<file path="config.mk">
export PLATFORM = sky130hd
export DESIGN_NAME = spi_slave_rhs2116
export DESIGN_NICKNAME = d
export VERILOG_FILES = /design/src/rtl/spi_slave_rhs2116.sv
export SDC_FILE = /design/constraint.sdc
export NUM_CORES = 1
export LEC_CHECK = 0
export BUFFER_PORTS_ARGS = -buffer_cell sky130_fd_sc_hd__buf_2
export CAP_MARGIN = 20
export CORE_MARGIN = 3
export CORE_UTILIZATION = 40
export CTS_CLUSTER_SIZE = 16
export DETAILED_ROUTE_END_ITERATION = 16
export GPL_TIMING_DRIVEN = 0
export SLEW_MARGIN = 20
export SYNTH_ARGS = -nofsm -noshare
export SYNTH_HDL_FRONTEND = slang
export SYNTH_SLANG_ARGS = --single-unit
</file>
<file path="constraint.sdc">
create_clock -name clk_spi -period 2.5 [get_ports clk_spi]
set_clock_uncertainty 0.2 [all_clocks]
set_input_delay 0 -clock clk_spi [delete_from_list [all_inputs] [get_ports clk_spi]]
set_output_delay 0 -clock clk_spi [all_outputs]
set_load 0.01 [all_outputs]
</file>
<file path="src/rtl/spi_slave_rhs2116.sv">
// SPI mode-0 slave for RHS2116-style command/response frames, single clk_spi domain.
// Define SPI_SLAVE_SYNC_EN to add 2-flop input synchronizers (then clk_spi must be >= 8x SCLK).
module spi_slave_rhs2116 #(
  parameter int unsigned FRAME_BITS = 32,
  parameter logic        IDLE_MISO  = 1'b0
) (
  input  logic                  clk_spi,
  input  logic                  rst_n,
  input  logic                  cs_n,
  input  logic                  sclk,
  input  logic                  mosi,
  output logic                  miso,
  output logic                  miso_oe,
  input  logic [FRAME_BITS-1:0] tx_data,
  input  logic                  tx_load,
  output logic [FRAME_BITS-1:0] rx_data,
  output logic                  rx_valid,
  output logic                  frame_err,
  output logic                  tx_underrun,
  output logic                  busy
);

  localparam int unsigned CNT_W = $clog2(FRAME_BITS + 2);
  localparam logic [CNT_W-1:0] CNT_FULL = CNT_W'(FRAME_BITS);
  localparam logic [CNT_W-1:0] CNT_SAT  = CNT_W'(FRAME_BITS + 1);

  // state    | meaning
  // ST_IDLE  | waiting for a cs_n fall, miso parked at IDLE_MISO
  // ST_SHIFT | frame in progress, sclk edges shift rx/tx
  // ST_DONE  | one cycle after cs_n rise: publish rx word or flag error
  typedef enum logic [1:0] {ST_IDLE, ST_SHIFT, ST_DONE} state_t;

  logic cs_in, sclk_in, mosi_in;

`ifdef SPI_SLAVE_SYNC_EN
  logic [1:0] cs_sync_q, sclk_sync_q, mosi_sync_q;

  // cs syncs reset low so a cs_n already low at reset release is not a fall
  always_ff @(posedge clk_spi or negedge rst_n) begin
    if (!rst_n) begin
      cs_sync_q   <= 2'b00;
      sclk_sync_q <= 2'b00;
      mosi_sync_q <= 2'b00;
    end else begin
      cs_sync_q   <= {cs_sync_q[0], cs_n};
      sclk_sync_q <= {sclk_sync_q[0], sclk};
      mosi_sync_q <= {mosi_sync_q[0], mosi};
    end
  end

  assign cs_in   = cs_sync_q[1];
  assign sclk_in = sclk_sync_q[1];
  assign mosi_in = mosi_sync_q[1];
`else
  assign cs_in   = cs_n;
  assign sclk_in = sclk;
  assign mosi_in = mosi;
`endif

  logic cs_q, sclk_q, mosi_q;

  // cs_q resets low: after reset only a fresh high-then-low on cs_n starts a frame
  always_ff @(posedge clk_spi or negedge rst_n) begin
    if (!rst_n) begin
      cs_q   <= 1'b0;
      sclk_q <= 1'b0;
      mosi_q <= 1'b0;
    end else begin
      cs_q   <= cs_in;
      sclk_q <= sclk_in;
      mosi_q <= mosi_in;
    end
  end

  logic cs_fall, cs_rise, sclk_rise, sclk_fall;

  assign cs_fall   = cs_q & ~cs_in;
  assign cs_rise   = ~cs_q & cs_in;
  assign sclk_rise = ~sclk_q & sclk_in;
  assign sclk_fall = sclk_q & ~sclk_in;

  state_t                state_q, state_d;
  logic [FRAME_BITS-1:0] shadow_q, shadow_d;
  logic                  loaded_q, loaded_d;
  logic [FRAME_BITS-1:0] tx_shift_q, tx_shift_d;
  logic [FRAME_BITS-1:0] rx_shift_q, rx_shift_d;
  logic [CNT_W-1:0]      cnt_q, cnt_d;
  logic                  miso_q, miso_d;
  logic [FRAME_BITS-1:0] rx_data_q, rx_data_d;
  logic                  rx_valid_q, rx_valid_d;
  logic                  frame_err_q, frame_err_d;
  logic                  tx_underrun_q, tx_underrun_d;

  always_ff @(posedge clk_spi or negedge rst_n) begin
    if (!rst_n) begin
      state_q       <= ST_IDLE;
      shadow_q      <= '0;
      loaded_q      <= 1'b0;
      tx_shift_q    <= '0;
      rx_shift_q    <= '0;
      cnt_q         <= '0;
      miso_q        <= IDLE_MISO;
      rx_data_q     <= '0;
      rx_valid_q    <= 1'b0;
      frame_err_q   <= 1'b0;
      tx_underrun_q <= 1'b0;
    end else begin
      state_q       <= state_d;
      shadow_q      <= shadow_d;
      loaded_q      <= loaded_d;
      tx_shift_q    <= tx_shift_d;
      rx_shift_q    <= rx_shift_d;
      cnt_q         <= cnt_d;
      miso_q        <= miso_d;
      rx_data_q     <= rx_data_d;
      rx_valid_q    <= rx_valid_d;
      frame_err_q   <= frame_err_d;
      tx_underrun_q <= tx_underrun_d;
    end
  end

  always_comb begin
    state_d       = state_q;
    shadow_d      = shadow_q;
    loaded_d      = loaded_q;
    tx_shift_d    = tx_shift_q;
    rx_shift_d    = rx_shift_q;
    cnt_d         = cnt_q;
    miso_d        = miso_q;
    rx_data_d     = rx_data_q;
    rx_valid_d    = 1'b0;
    frame_err_d   = 1'b0;
    tx_underrun_d = 1'b0;

    if (tx_load) begin
      shadow_d = tx_data;
      loaded_d = 1'b1;
    end

    case (state_q)
      ST_IDLE: begin
        miso_d = IDLE_MISO;
        if (cs_fall) begin
          state_d       = ST_SHIFT;
          // a load coinciding with the cs fall belongs to this frame
          tx_shift_d    = tx_load ? tx_data : shadow_q;
          miso_d        = tx_shift_d[FRAME_BITS-1];
          cnt_d         = '0;
          loaded_d      = 1'b0;
          tx_underrun_d = ~tx_load & ~loaded_q;
        end
      end
      ST_SHIFT: begin
        if (cs_rise) begin
          state_d = ST_DONE;
          miso_d  = IDLE_MISO;
        end else if (sclk_rise) begin
          rx_shift_d = {rx_shift_q[FRAME_BITS-2:0], mosi_q};
          if (cnt_q != CNT_SAT) begin
            cnt_d = cnt_q + CNT_W'(1);
          end
        end else if (sclk_fall) begin
          tx_shift_d = tx_shift_q << 1;
          miso_d     = tx_shift_q[FRAME_BITS-2];
        end
      end
      ST_DONE: begin
        state_d = ST_IDLE;
        miso_d  = IDLE_MISO;
        if (cnt_q == CNT_FULL) begin
          rx_data_d  = rx_shift_q;
          rx_valid_d = 1'b1;
        end else begin
          frame_err_d = 1'b1;
        end
      end
      default: begin
        state_d = ST_IDLE;
      end
    endcase
  end

  assign busy        = (state_q == ST_SHIFT);
  assign miso_oe     = busy;
  assign miso        = miso_q;
  assign rx_data     = rx_data_q;
  assign rx_valid    = rx_valid_q;
  assign frame_err   = frame_err_q;
  assign tx_underrun = tx_underrun_q;

endmodule

</file>
---- Word-level counts from Yosys, hierarchy flattened ----
Index checks and enable logic that the tools add are counted.
word-level totals
  flip-flop bits (word level) ............. 143
  bits in latches ......................... 0
  bits in writable memories ............... 0
  bits in read-only memories .............. 0
  word-level logic and storage cells ...... 77
  memories kept ........................... 0
cells by class
  add/sub/neg operators ................... 1
  multiply operators ...................... 0
  div/mod/pow operators ................... 0
  magnitude comparators ................... 0
  equality and inequality tests ........... 13
  shift operators ......................... 0
  multiplexer cells ....................... 28
  bitwise operators ....................... 12
  reduce and logical (&&, ||, !) cells .... 9
operators by type and width
  cell                 number
  $mux 31              4
  $pmux 31 s2          1
  $mux 32              1
  $mux 6               4
  $mux 1               13
  $pmux 6 s2           1
  $reduce_and 5->1     2
  $ne 2x1->1 const B   4
  $not 1->1            7
  $add 6x1->6 const B  1
  $eq 6x6->1 const B   1
  $ne 2x2->1 const B   3
  $ne 6x6->1 const B   1
  $reduce_and 3->1     2
  $and 1x1->1          5
  $mux 2               2
  $pmux 2 s2           1
  $reduce_and 2->1     2
  $ne 3x1->1 const B   1
  $ne 3x3->1 const B   1
  $pmux 1 s3           1
  $reduce_bool 3->1    1
  $eq 2x1->1 const B   1
  $eq 2x2->1 const B   1
  2 further kinds      2

---- Depth between registers and ports, before layout ----
Gate-level depths: netlist of the first run.
  depth in word-level cells ............... 6
  mapped depth ............................ 10
  gate-level depth less buffers ........... 6

---- Worst setup path before layout of the first run ----
OpenSTA, ideal clock, no wires.
  path kind ............................... reg-to-reg
  start ................................... reg state_q[1]
  end ..................................... reg tx_shift_q[27]
  data arrival time ....................... 1,906 ps
  required time ........................... 2,175 ps
  setup slack ............................. 269 ps
  stages on the path, launching flop included .. 8
  path buffers ............................ 3
  cell sequence ........................... dfrtp_1 > inv_1 > ha_1 > clkbuf_1 > buf_2 > buf_2 > mux2_2 > mux2_2
between the ends
  cells in the longest elaborated chain, start to end .. 3
  elaborated cells between the ends (all ways) .. 9
  classes of those cells .................. eq/ne: 5; mux: 1; reduce/logical: 3
ends and longest elaborated chain
  what                                                line  RTL
  start: declaration                                  82    state_t state_q, state_d;
  start signal: assignment                            108   state_q <= state_d;
  $eq 2x1->1 *                                        -
  net busy                                            20    output logic busy
  $ne 2x1->1 (no line), or another cell as far along  -
  $reduce_and 5->1 (no line)                          -
  end signal: assignment                              111   tx_shift_q <= tx_shift_d;
  end: declaration                                    85    logic [FRAME_BITS-1:0] tx_shift_q, tx_shift_d;
Mark *: on every way through the listed nets, which the timed path passes. The rest lies on a longest branch.
A chain may end at the register's enable or synchronous reset.

---- Worst setup path after layout of the first run ----
  start ................................... reg state_q[1]
  end ..................................... reg tx_shift_q[17]
between the ends
  cells in the longest elaborated chain, start to end .. 3
  elaborated cells between the ends (all ways) .. 9
  classes of those cells .................. eq/ne: 5; mux: 1; reduce/logical: 3
ends and longest elaborated chain
  what                                                  line  RTL
  $eq 2x1->1 / $logic_not 2->1 (equally long branches)  140   case (state_q)
  $ne 2x1->1 (no line), or another cell as far along    -
  $reduce_and 5->1 (no line)                            -
Parallel ways exist; a longest one is shown, timed or not.

==> results of run 1 <==
==> power groups by stage <==
stage	Clock [W]	Combinational (W)	Sequential [W]
2_1_floorplan	0	0.00140	0.00300
3_3_place_gp	0	0.00174	0.00303
3_5_place_dp	0	0.00180	0.00306
4_1_cts	0.00248	0.00188	0.00302
5_1_grt	0.00259	0.00206	0.00308
6_report	0.00241	0.00185	0.00302
==> placed cells by master, fill, tap and decap left out, types with 2 or more instances in the layout <==
cell type / netlist / routed
a21oi_1: 6 / 5
clkbuf_1: 4 / 4
clkbuf_16: 0 / 17
buf_6: 3 / 3
ha_1: 8 / 7
buf_4: 1 / 3
nand3_1: 5 / 5
buf_2: 12 / 83
nor2b_1: 2 / 2
mux2_4: 29 / 29
mux2_2: 129 / 129
clkinv_2: 0 / 3
o22ai_1: 4 / 4
inv_1: 6 / 6
nand2_1: 7 / 7
clkbuf_8: 0 / 6
dfrtp_1: 143 / 143
nand2b_1: 5 / 5
buf_16: 0 / 2
dlygate4sd3_1: 0 / 41
o21a_1: 2 / 2
a22oi_1: 2 / 2
nand4_1: 2 / 2
clkbuf_2: 0 / 2
nand3b_1: 3 / 3
nor2_1: 3 / 3
o21ai_0: 2 / 2
==> final cells by class <==
cell class              count  area (um2)
clock buffers              26         519
multi-input cells         225        2360
repair buffers            117         846
clock inverters             5        52.6
inverters                   6        22.5
well taps                 184         230
flip-flops and latches    143        3580
fillers                  1211        6970
plain buffers              19         120
==> sequential cells by signal, summed over array words and instances (netlist names) <==
name and cells:
tx_underrun 1, frame_err 1, cnt_q 6, tx_shift_q 31, state_q 2, miso 1
rx_shift_q 32, cs_q 1, rx_data 32, rx_valid 1, sclk_q 1, mosi_q 1
loaded_q 1, shadow_q 32
==> layer usage <==
metal  vias up  routed length [um]  GRT usage (%)
met2        71                4960           21.2
met3        16                 532           4.78
li1       1676                   -              -
met1      1733                4980           18.1
met5         -                   0              0
met4         0                 193           5.44
==> metrics by stage <==
step                instance area (um2)  hold WS [ns]
global route                       7730        0.0225
floorplan                          6070        -0.496
CTS                                7720        0.0134
global placement                   6670       -0.0896
detailed placement                 6710        -0.260
finish                             7730        0.0264
==> how the worst max path moves through the flow <==
stage	startpoint	endpoint	slack [ns]
2_1_floorplan	state_q[1]$_DFFE_PN0P_	tx_shift_q[27]$_DFFE_PN0P_	0.27
3_3_place_gp	rst_n	shadow_q[20]$_DFF_PN0_	-0.74
3_5_place_dp	state_q[1]$_DFFE_PN0P_	tx_shift_q[28]$_DFFE_PN0P_	-0.09
4_1_cts	state_q[0]$_DFFE_PN0P_	tx_shift_q[18]$_DFFE_PN0P_	0.03
5_1_grt	state_q[0]$_DFFE_PN0P_	tx_shift_q[17]$_DFFE_PN0P_	0.006
6_report	state_q[1]$_DFFE_PN0P_	tx_shift_q[17]$_DFFE_PN0P_	0.16
==> kinds of logic after synthesis <==
group / after synthesis
compound gates: 21
fa+ha+maj: 8
buf+inv: 26
flops: 143
mux: 159
simple gates: 37
==> worst max-delay path, delay by kind of cell (launching register included) <==
| family | cells | cell delay, ns |
|---|---|---|
| mux | 2 | 0.58 |
| buf+inv | 2 | 0.44 |
| fa+ha+maj | 1 | 0.28 |
| flops | 1 | 0.41 |
| compound gates | 2 | 0.29 |
==> what timing repair did <==
item | CTS | global route
endpoints found under the hold margin | 218 | 0
endpoints found under the setup margin | 61 | 30
resized for setup | 4 | 2
buffers inserted | 0 | 0
hold buffers | 42 | 0
==> flow_metrics.tcl, run 1 <==
set metrics [dict create \
    outcome "finished, final reports clean" \
    clock.fmax_ghz 0.427 \
    crit_type "register to register" \
    synth_compound_area_share_pct 2.21 \
    slew_headroom_pct 70.4 \
    synth_nets 440 \
    async_flop_share_pct 100 \
    finalMaxSlewViolations 0 \
    fin_crit_sh_pct 93.8 \
    clk_path_buf_depth 2 \
    fin_nets 575 \
    synth_edf_count 0 \
    r2r_cells 7 \
    ant_nets 0 \
    drt_iter0_markers 119 \
    rrSetupSlack_ns 0.16 \
    synthCells 394 \
    synth_top_family_by_area "multiplexers" \
    cp_max_fo 10 \
    place_inst 653 \
    min_from "mosi" \
    synth_top_area_share_pct 58.9 \
    ys.flop_type "dfrtp_1" \
    portBuffers 74 \
    die_h_um 129 \
    ys_top_cells_by_area "dfrtp_1 (59%), mux2_2 (24%), mux2_4 (7.2%), ha_1 (1.6%), buf_2 (0.99%)" \
    hp-class "input port to register" \
    grt_use_total_pct 13.8 \
    synth-simple-area-share_pct 3.65 \
    ys_seq_elements 143 \
    crit_required_ns 2.60 \
    clk_pin_slew_worst_paths_ns 0.06 \
    startpoint_type "register" \
    drc 0 \
    fin_ws_ns 0.156 \
    avgSynthCellArea_um2 15.4 \
    viasPerCell 4.82 \
    num_antenna_cells 0 \
    slowest_delay_ns 0.41 \
    synth-seq-area-share_pct 58.9 \
    synthAdderAreaFrac_pct 1.65 \
    hold_viol 0 \
    yosys.area_share.xor_xnor_pct 0 \
    irDropWorstVdd_mv 0.577 \
    synth.top_cells.by_count "dfrtp_1 (143), mux2_2 (129), mux2_4 (29)" \
    synthMuxAreaShare_pct 31.3 \
    total_power_w 0.00728 \
    pwr-share-clk_pct 33.1 \
    die-area_mm2 0.0167 \
    cts_sinks 143 \
    grt_max_degree 91 \
    post-route-min-period_ns 2.34 \
    grt_pass1_vias 3611 \
    grt_overflow_total 0 \
    die-width_um 129 \
    rsz0062_at_grt "no" \
    swShare_pct 26.4 \
    num_vias 3496 \
    yosys_warnings 0 \
    synth.most_common_cell "dfrtp_1" \
    r2r_end "tx_shift_q[17]$_DFFE_PN0P_" \
    grt_pass1_wl_mm 18.1 \
    gp_congestion 0.785 \
    crit_arrival_ns 2.44 \
    cp_cell_sequence "inv_1 -> ha_1 -> mux2i_1 -> a211oi_1 -> a21oi_2 -> buf_2 -> mux2_2" \
    drive_above_1_share_pct 52.9 \
    crit_path_end_kind "register" \
    clock_latency_ns 0.42 \
    antenna_found_initial 0 \
    combinationalPowerShare_pct 25.4 \
    hpwl_mm 7.23 \
    seqPwrFrac_pct 41.5 \
    finalSetupTns_ns 0 \
    intPower_w 0.00536 \
    start_util_pct 41.3 \
    drv_cap 0 \
    wirelength_mm 10.7 \
    placementRows 44 \
    cts_buffers 17 \
    dp_worst_setup_slack_ns -0.0871 \
    utilization_pct 52.6 \
    p_sw_w 0.00192 \
    cts_max_level 4 \
    synth_cell_type_count 37 \
    r2r-start "state_q[1]$_DFFE_PN0P_" \
    crit_slowest_cell "dfrtp_1" \
    min_to "mosi_q$_DFF_PN0_" \
    synth_area_leader_cell "dfrtp_1" \
    cts_tree "done" \
    wire_per_inst_um 14.7 \
    powerDensity_mw_per_mm2 942 \
    syn_area_mm2 0.00607 \
    holdPathStages 2 \
    final_cells 725 \
    core_mm2 0.0147 \
    dr.pass1.iters 4 \
    root_buffer "clkbuf_16" \
    p_leak_nw 3.79 \
    setup_violations 0 \
    area_growth_pct 27.3 \
    worst_pin_slew_ns 0.444 \
    ioPinCount 76 \
]
(Power assumes the default switching activity.)
==> run 2: changes to the inputs <==
--- a/config.mk
+++ b/config.mk
@@ -11,7 +11,6 @@
 export CORE_UTILIZATION = 40
 export CTS_CLUSTER_SIZE = 16
 export DETAILED_ROUTE_END_ITERATION = 16
-export GPL_TIMING_DRIVEN = 0
 export SLEW_MARGIN = 20
 export SYNTH_ARGS = -nofsm -noshare
 export SYNTH_HDL_FRONTEND = slang
==> run 2 against run 1 <==
Via count is 1.8% higher. First-iteration DRC count is 10% lower. Final cell count is 0.55% higher. Register-to-register slack better by 0.03 ns. Critical endpoint is now tx_shift_q[10]$_DFFE_PN0P_. Maximum frequency is 1.2% higher.
==> flow_metrics.tcl, run 2 (same netlist as run 1, synthesis figures left out) <==
set metrics [dict create \
    outcome "finished, final reports clean" \
    clock_latency_ns 0.41 \
    hold_viol 0 \
    portBuffers 75 \
    place_inst 644 \
    clock.fmax_ghz 0.432 \
    postPlaceCellArea_mm2 0.00669 \
    crit_type "register to register" \
    crit_family "multiplexers" \
    startpoint_type "register" \
    final_cells 729 \
    intPower_w 0.00525 \
    grt_max_degree 53 \
    design_area_mm2 0.00779 \
    ioPinCount 76 \
    cts_max_level 4 \
    irDropWorstVdd_mv 0.550 \
    dr.pass1.iters 4 \
    finalMaxSlewViolations 0 \
    area_growth_pct 28.4 \
    path_buf_inv 1 \
    drive_above_1_share_pct 50.8 \
    core_mm2 0.0147 \
    crit_required_ns 2.60 \
    die_h_um 129 \
    total_power_w 0.00715 \
    clk_pin_slew_worst_paths_ns 0.06 \
    fin_nets 582 \
    swShare_pct 26.6 \
    grt_pass1_vias 3667 \
    setup_violations 0 \
    worst_pin_slew_ns 0.593 \
    cts_sinks 143 \
    cts_buffers 17 \
    p_sw_w 0.00190 \
    slowest_delay_ns 0.47 \
    wire_per_inst_um 15.0 \
    fillers 1221 \
    antenna_found_initial 0 \
    start_util_pct 41.3 \
    dp_worst_setup_slack_ns -0.120 \
    grt_overflow_total 0 \
    num_vias 3558 \
    clk_path_buf_depth 2 \
    wirelength_mm 10.9 \
    drc 0 \
    fin_ws_ns 0.184 \
    placementRows 44 \
    drt_iter0_markers 107 \
    grt_use_total_pct 14.1 \
    seqPwrFrac_pct 42.3 \
    crit_arrival_ns 2.41 \
    rsz0062_at_grt "no" \
    pwr-share-clk_pct 30.7 \
    cp_cell_sequence "inv_1 -> ha_1 -> mux2i_1 -> a211oi_2 -> a21oi_4 -> mux2_2" \
    cp_max_fo 15 \
    hpwl_mm 6.81 \
    fin_crit_sh_pct 92.6 \
    die-width_um 129 \
    final_cell_mix "dfrtp_1 (143), mux2_2 (129), buf_2 (74), dlygate4sd3_1 (53), mux2_4 (29)" \
    post-route-min-period_ns 2.32 \
    viasPerCell 4.88 \
    crit_path_end_kind "register" \
    ant_nets 0 \
    crit_slowest_cell "a21oi_4" \
    die-area_mm2 0.0167 \
    powerDensity_mw_per_mm2 917 \
    p_leak_nw 3.80 \
    grt_pass1_wl_mm 18.3 \
    hp-class "input port to register" \
    root_buffer "clkbuf_16" \
    num_antenna_cells 0 \
    cts_tree "done" \
    final_common_cell "dfrtp_1" \
    drv_cap 0 \
    combinationalPowerShare_pct 27.0 \
    gp_congestion 0.771 \
    slew_headroom_pct 60.5 \
]
## run 2: cell types whose count changed in the layout (fill, tap and decap cells not counted), moves of 2 or more
cell / delta
a21oi_4: +2
buf_12: +4
buf_16: -2
buf_2: -9
buf_4: +7
buf_6: -2
clkbuf_1: +2
clkbuf_2: -2
clkbuf_8: -2
clkinv_2: -2
dlygate4sd3_1: +12
## run 2: final cells by class
type / instances / area [um2] / share of cell area (%)
clock inverters: 1 / 5.00 / 0.0642
clock buffers: 27 / 503 / 6.45
multi-input cells: 226 / 2390 / 30.6
repair buffers: 142 / 1070 / 13.7
well taps: 184 / 230 / 2.95
flip-flops and latches: 143 / 3580 / 45.9
inverters: 6 / 22.5 / 0.289
## run 2: stage by stage
stage	hold WS [ns]	TNS, ns	utilization, %
final	0.0354	0	53.0
after global routing	0.0387	0	53.0
after CTS	0.00910	0	52.8
after detailed placement	-0.277	-3.14	45.5
after global placement	-0.281	0	45.5
after floorplan	-0.496	0	-
## run 2: what timing repair did
item | in CTS | in global routing
buffers inserted | 0 | 2
endpoints found under the setup margin | 30 | 13
resized for setup | 2 | 0
cloned | 1 | 0
hold buffers | 54 | 0
endpoints found under the hold margin | 217 | 0
## run 2: power groups by stage
stage / clock network [W] / logic [W] / registers, W
after floorplan: 0 / 0.00140 / 0.00300
after global placement: 0 / 0.00173 / 0.00304
after detailed placement: 0 / 0.00180 / 0.00306
after CTS: 0.00227 / 0.00192 / 0.00303
after global routing: 0.00237 / 0.00212 / 0.00309
final: 0.00220 / 0.00193 / 0.00302
## run 2: final timing paths
| kind | cells past startpoint | startpoint | slack (ns) | endpoint |
|---|---|---|---|---|
| worst min-delay path | 2 | mosi | 0.04 | mosi_q$_DFF_PN0_ |
| min in group asynchronous | 4 | rst_n | 0.48 | rx_shift_q[17]$_DFFE_PN0P_ |
| max in group asynchronous | 4 | rst_n | 1.26 | rx_shift_q[1]$_DFFE_PN0P_ |
| worst max register to register | 6 | state_q[1]$_DFFE_PN0P_ | 0.18 | tx_shift_q[10]$_DFFE_PN0P_ |
| worst min register to register | 1 | loaded_q$_DFF_PN0_ | 0.24 | tx_underrun$_DFF_PN0_ |
| worst max-delay path | 6 | state_q[1]$_DFFE_PN0P_ | 0.18 | tx_shift_q[10]$_DFFE_PN0P_ |
## run 2: per-layer routing
layer	GRT usage (%)	up-vias	routed length (um)
met3	4.62	10	541
met5	0	-	0
met1	18.2	1780	5090
li1	-	1687	-
met4	5.56	0	117
met2	22.2	81	5190
==> run 3: changes to the inputs <==
--- a/config.mk
+++ b/config.mk
@@ -11,6 +11,7 @@
 export CORE_UTILIZATION = 40
 export CTS_CLUSTER_SIZE = 16
 export DETAILED_ROUTE_END_ITERATION = 16
+export PLACE_DENSITY = 0.68
 export SLEW_MARGIN = 20
 export SYNTH_ARGS = -nofsm -noshare
 export SYNTH_HDL_FRONTEND = slang
==> run 3 against run 2 <==
Flip-flop and latch count stayed put. Sequential power hardly changed. Cell area is 1.1% higher. Power is 6.5% higher. Register-to-register slack worse by 0.02 ns. Clock power is 20% higher. Via count is 1.1% higher. Final cell count stayed put. Combinational power hardly changed. Critical endpoint is now tx_shift_q[23]$_DFFE_PN0P_. Highest routed layer unchanged.
==> flow_metrics.tcl, run 3 (same netlist as run 1, synthesis figures left out) <==
set metrics [dict create \
    fin_nets 579 \
    crit_path_end_kind "register" \
    fin_ws_ns 0.161 \
    ff_latch_area_mm2 0.00358 \
    finalSetupTns_ns 0 \
    utilization_pct 53.6 \
    clk_path_buf_depth 2 \
    core_mm2 0.0147 \
    crit_family "multiplexers" \
    drv_cap 0 \
    r2r_end "tx_shift_q[23]$_DFFE_PN0P_" \
    cp_cell_sequence "inv_1 -> ha_1 -> mux2i_1 -> a211oi_2 -> a21oi_4 -> mux2_2" \
    portBuffers 75 \
    drive_above_1_share_pct 51.9 \
    hold_viol 0 \
    dp_worst_setup_slack_ns -0.120 \
    viasPerCell 4.94 \
    area_growth_pct 29.8 \
    grt_pass1_vias 3919 \
    crit_required_ns 2.60 \
    clock_latency_ns 0.41 \
    cts_tree "done" \
    crit_type "register to register" \
    wirelength_mm 11.1 \
    num_vias 3598 \
    crit_slowest_cell "a21oi_4" \
    drc 0 \
    final_cell_mix "dfrtp_1 (143), mux2_2 (129), buf_2 (74), dlygate4sd3_1 (52), mux2_4 (29)" \
    worst_pin_slew_ns 0.579 \
    grt_pass1_wl_mm 19.0 \
    gp_congestion 0.753 \
    slew_headroom_pct 61.4 \
    design_area_mm2 0.00788 \
    start_util_pct 41.3 \
    die_h_um 129 \
    rsz0062_at_grt "no" \
    grt_max_degree 60 \
    wire_per_inst_um 15.3 \
    min_from "mosi" \
    rrSetupSlack_ns 0.16 \
    r2r_cells 6 \
    cts_max_level 4 \
    min_to "mosi_q$_DFF_PN0_" \
    holdPathStages 2 \
    startpoint_type "register" \
    grt_use_total_pct 14.6 \
    r2r-start "state_q[1]$_DFFE_PN0P_" \
    hold-worst-slack_ns 0.0346 \
    path_buf_inv 1 \
    slowest_delay_ns 0.48 \
    post-route-min-period_ns 2.34 \
    die-area_mm2 0.0167 \
    ant_nets 0 \
    cts_buffers 17 \
    startpoint "state_q[1]$_DFFE_PN0P_" \
    cp_max_fo 15 \
    irDropWorstVdd_mv 0.689 \
    powerDensity_mw_per_mm2 966 \
    setup_violations 0 \
    drt_iter0_markers 139 \
    fin_crit_sh_pct 93.6 \
    clk_pin_slew_worst_paths_ns 0.06 \
    final_common_cell "dfrtp_1" \
    grt_overflow_total 0 \
    placementRows 44 \
    hp-class "input port to register" \
    ioPinCount 76 \
    clock.fmax_ghz 0.428 \
    crit_arrival_ns 2.43 \
    hpwl_mm 7.05 \
    multi_input_area_mm2 0.00239 \
    num_antenna_cells 0 \
    fillers 1209 \
    p_leak_nw 3.83 \
    die-width_um 129 \
    outcome "finished, final reports clean" \
    root_buffer "clkbuf_16" \
    postPlaceCellArea_mm2 0.00668 \
    cts_sinks 143 \
    finalMaxSlewViolations 0 \
    dr.pass1.iters 4 \
    antenna_found_initial 0 \
]
## run 3: metal layers
| layer | GRT usage (%) | vias to the layer above | wire length [um] |
|---|---|---|---|
| li1 | - | 1686 | - |
| met5 | 0 | - | 0 |
| met3 | 5.23 | 23 | 548 |
| met2 | 23.8 | 87 | 5560 |
| met1 | 17.7 | 1802 | 4800 |
| met4 | 5.56 | 0 | 214 |
## run 3: power by group
| part | internal [W] | switching, W | leakage, nW |
|---|---|---|---|
| clock network | 0.00174 | 0.000912 | 0.297 |
| logic | 0.00111 | 0.000821 | 1.70 |
| registers | 0.00278 | 0.000253 | 1.83 |
| total | 0.00563 | 0.00199 | 3.83 |
## run 3: through the flow
stage,total power [W],instances
5_1_grt,0.00803,729
6_report,0.00761,729
2_1_floorplan,0.00440,394
3_3_place_gp,0.00474,643
4_1_cts,0.00767,727
3_5_place_dp,0.00487,643
## run 3: area by class of cell
cell class | instances | share of cell area (%)
clock buffers | 21 | 5.97
clock inverters | 10 | 2.03
inverters | 6 | 0.286
multi-input cells | 226 | 30.3
flip-flops and latches | 143 | 45.4
well taps | 184 | 2.92
repair buffers | 139 | 13.1
## run 3: what timing repair did
action / 4_1_cts / 5_1_grt
buffers inserted: 0 / 2
hold buffers: 52 / 0
gates cloned: 1 / 0
endpoints found under the hold margin: 218 / 0
resized for setup: 2 / 0
setup endpoints to repair: 30 / 8
## run 3: how the worst max path moves through the flow
stage	end	slack (ns)	cells after the start
after detailed placement	tx_shift_q[19]$_DFFE_PN0P_	-0.12	6
after floorplan	tx_shift_q[27]$_DFFE_PN0P_	0.27	7
after CTS	tx_shift_q[25]$_DFFE_PN0P_	0.08	6
after global placement	tx_shift_q[12]$_DFFE_PN0P_	0.04	6
final	tx_shift_q[23]$_DFFE_PN0P_	0.16	6
after global routing	tx_shift_q[2]$_DFFE_PN0P_	0.06	6
## run 3: worst reg2reg max path: stages, from the launching register on
cell and delay (ns):
dfrtp_1 0.40, inv_1 0.09, ha_1 0.27, mux2i_1 0.26, a211oi_2 0.11, a21oi_4 0.48, mux2_2 0.40
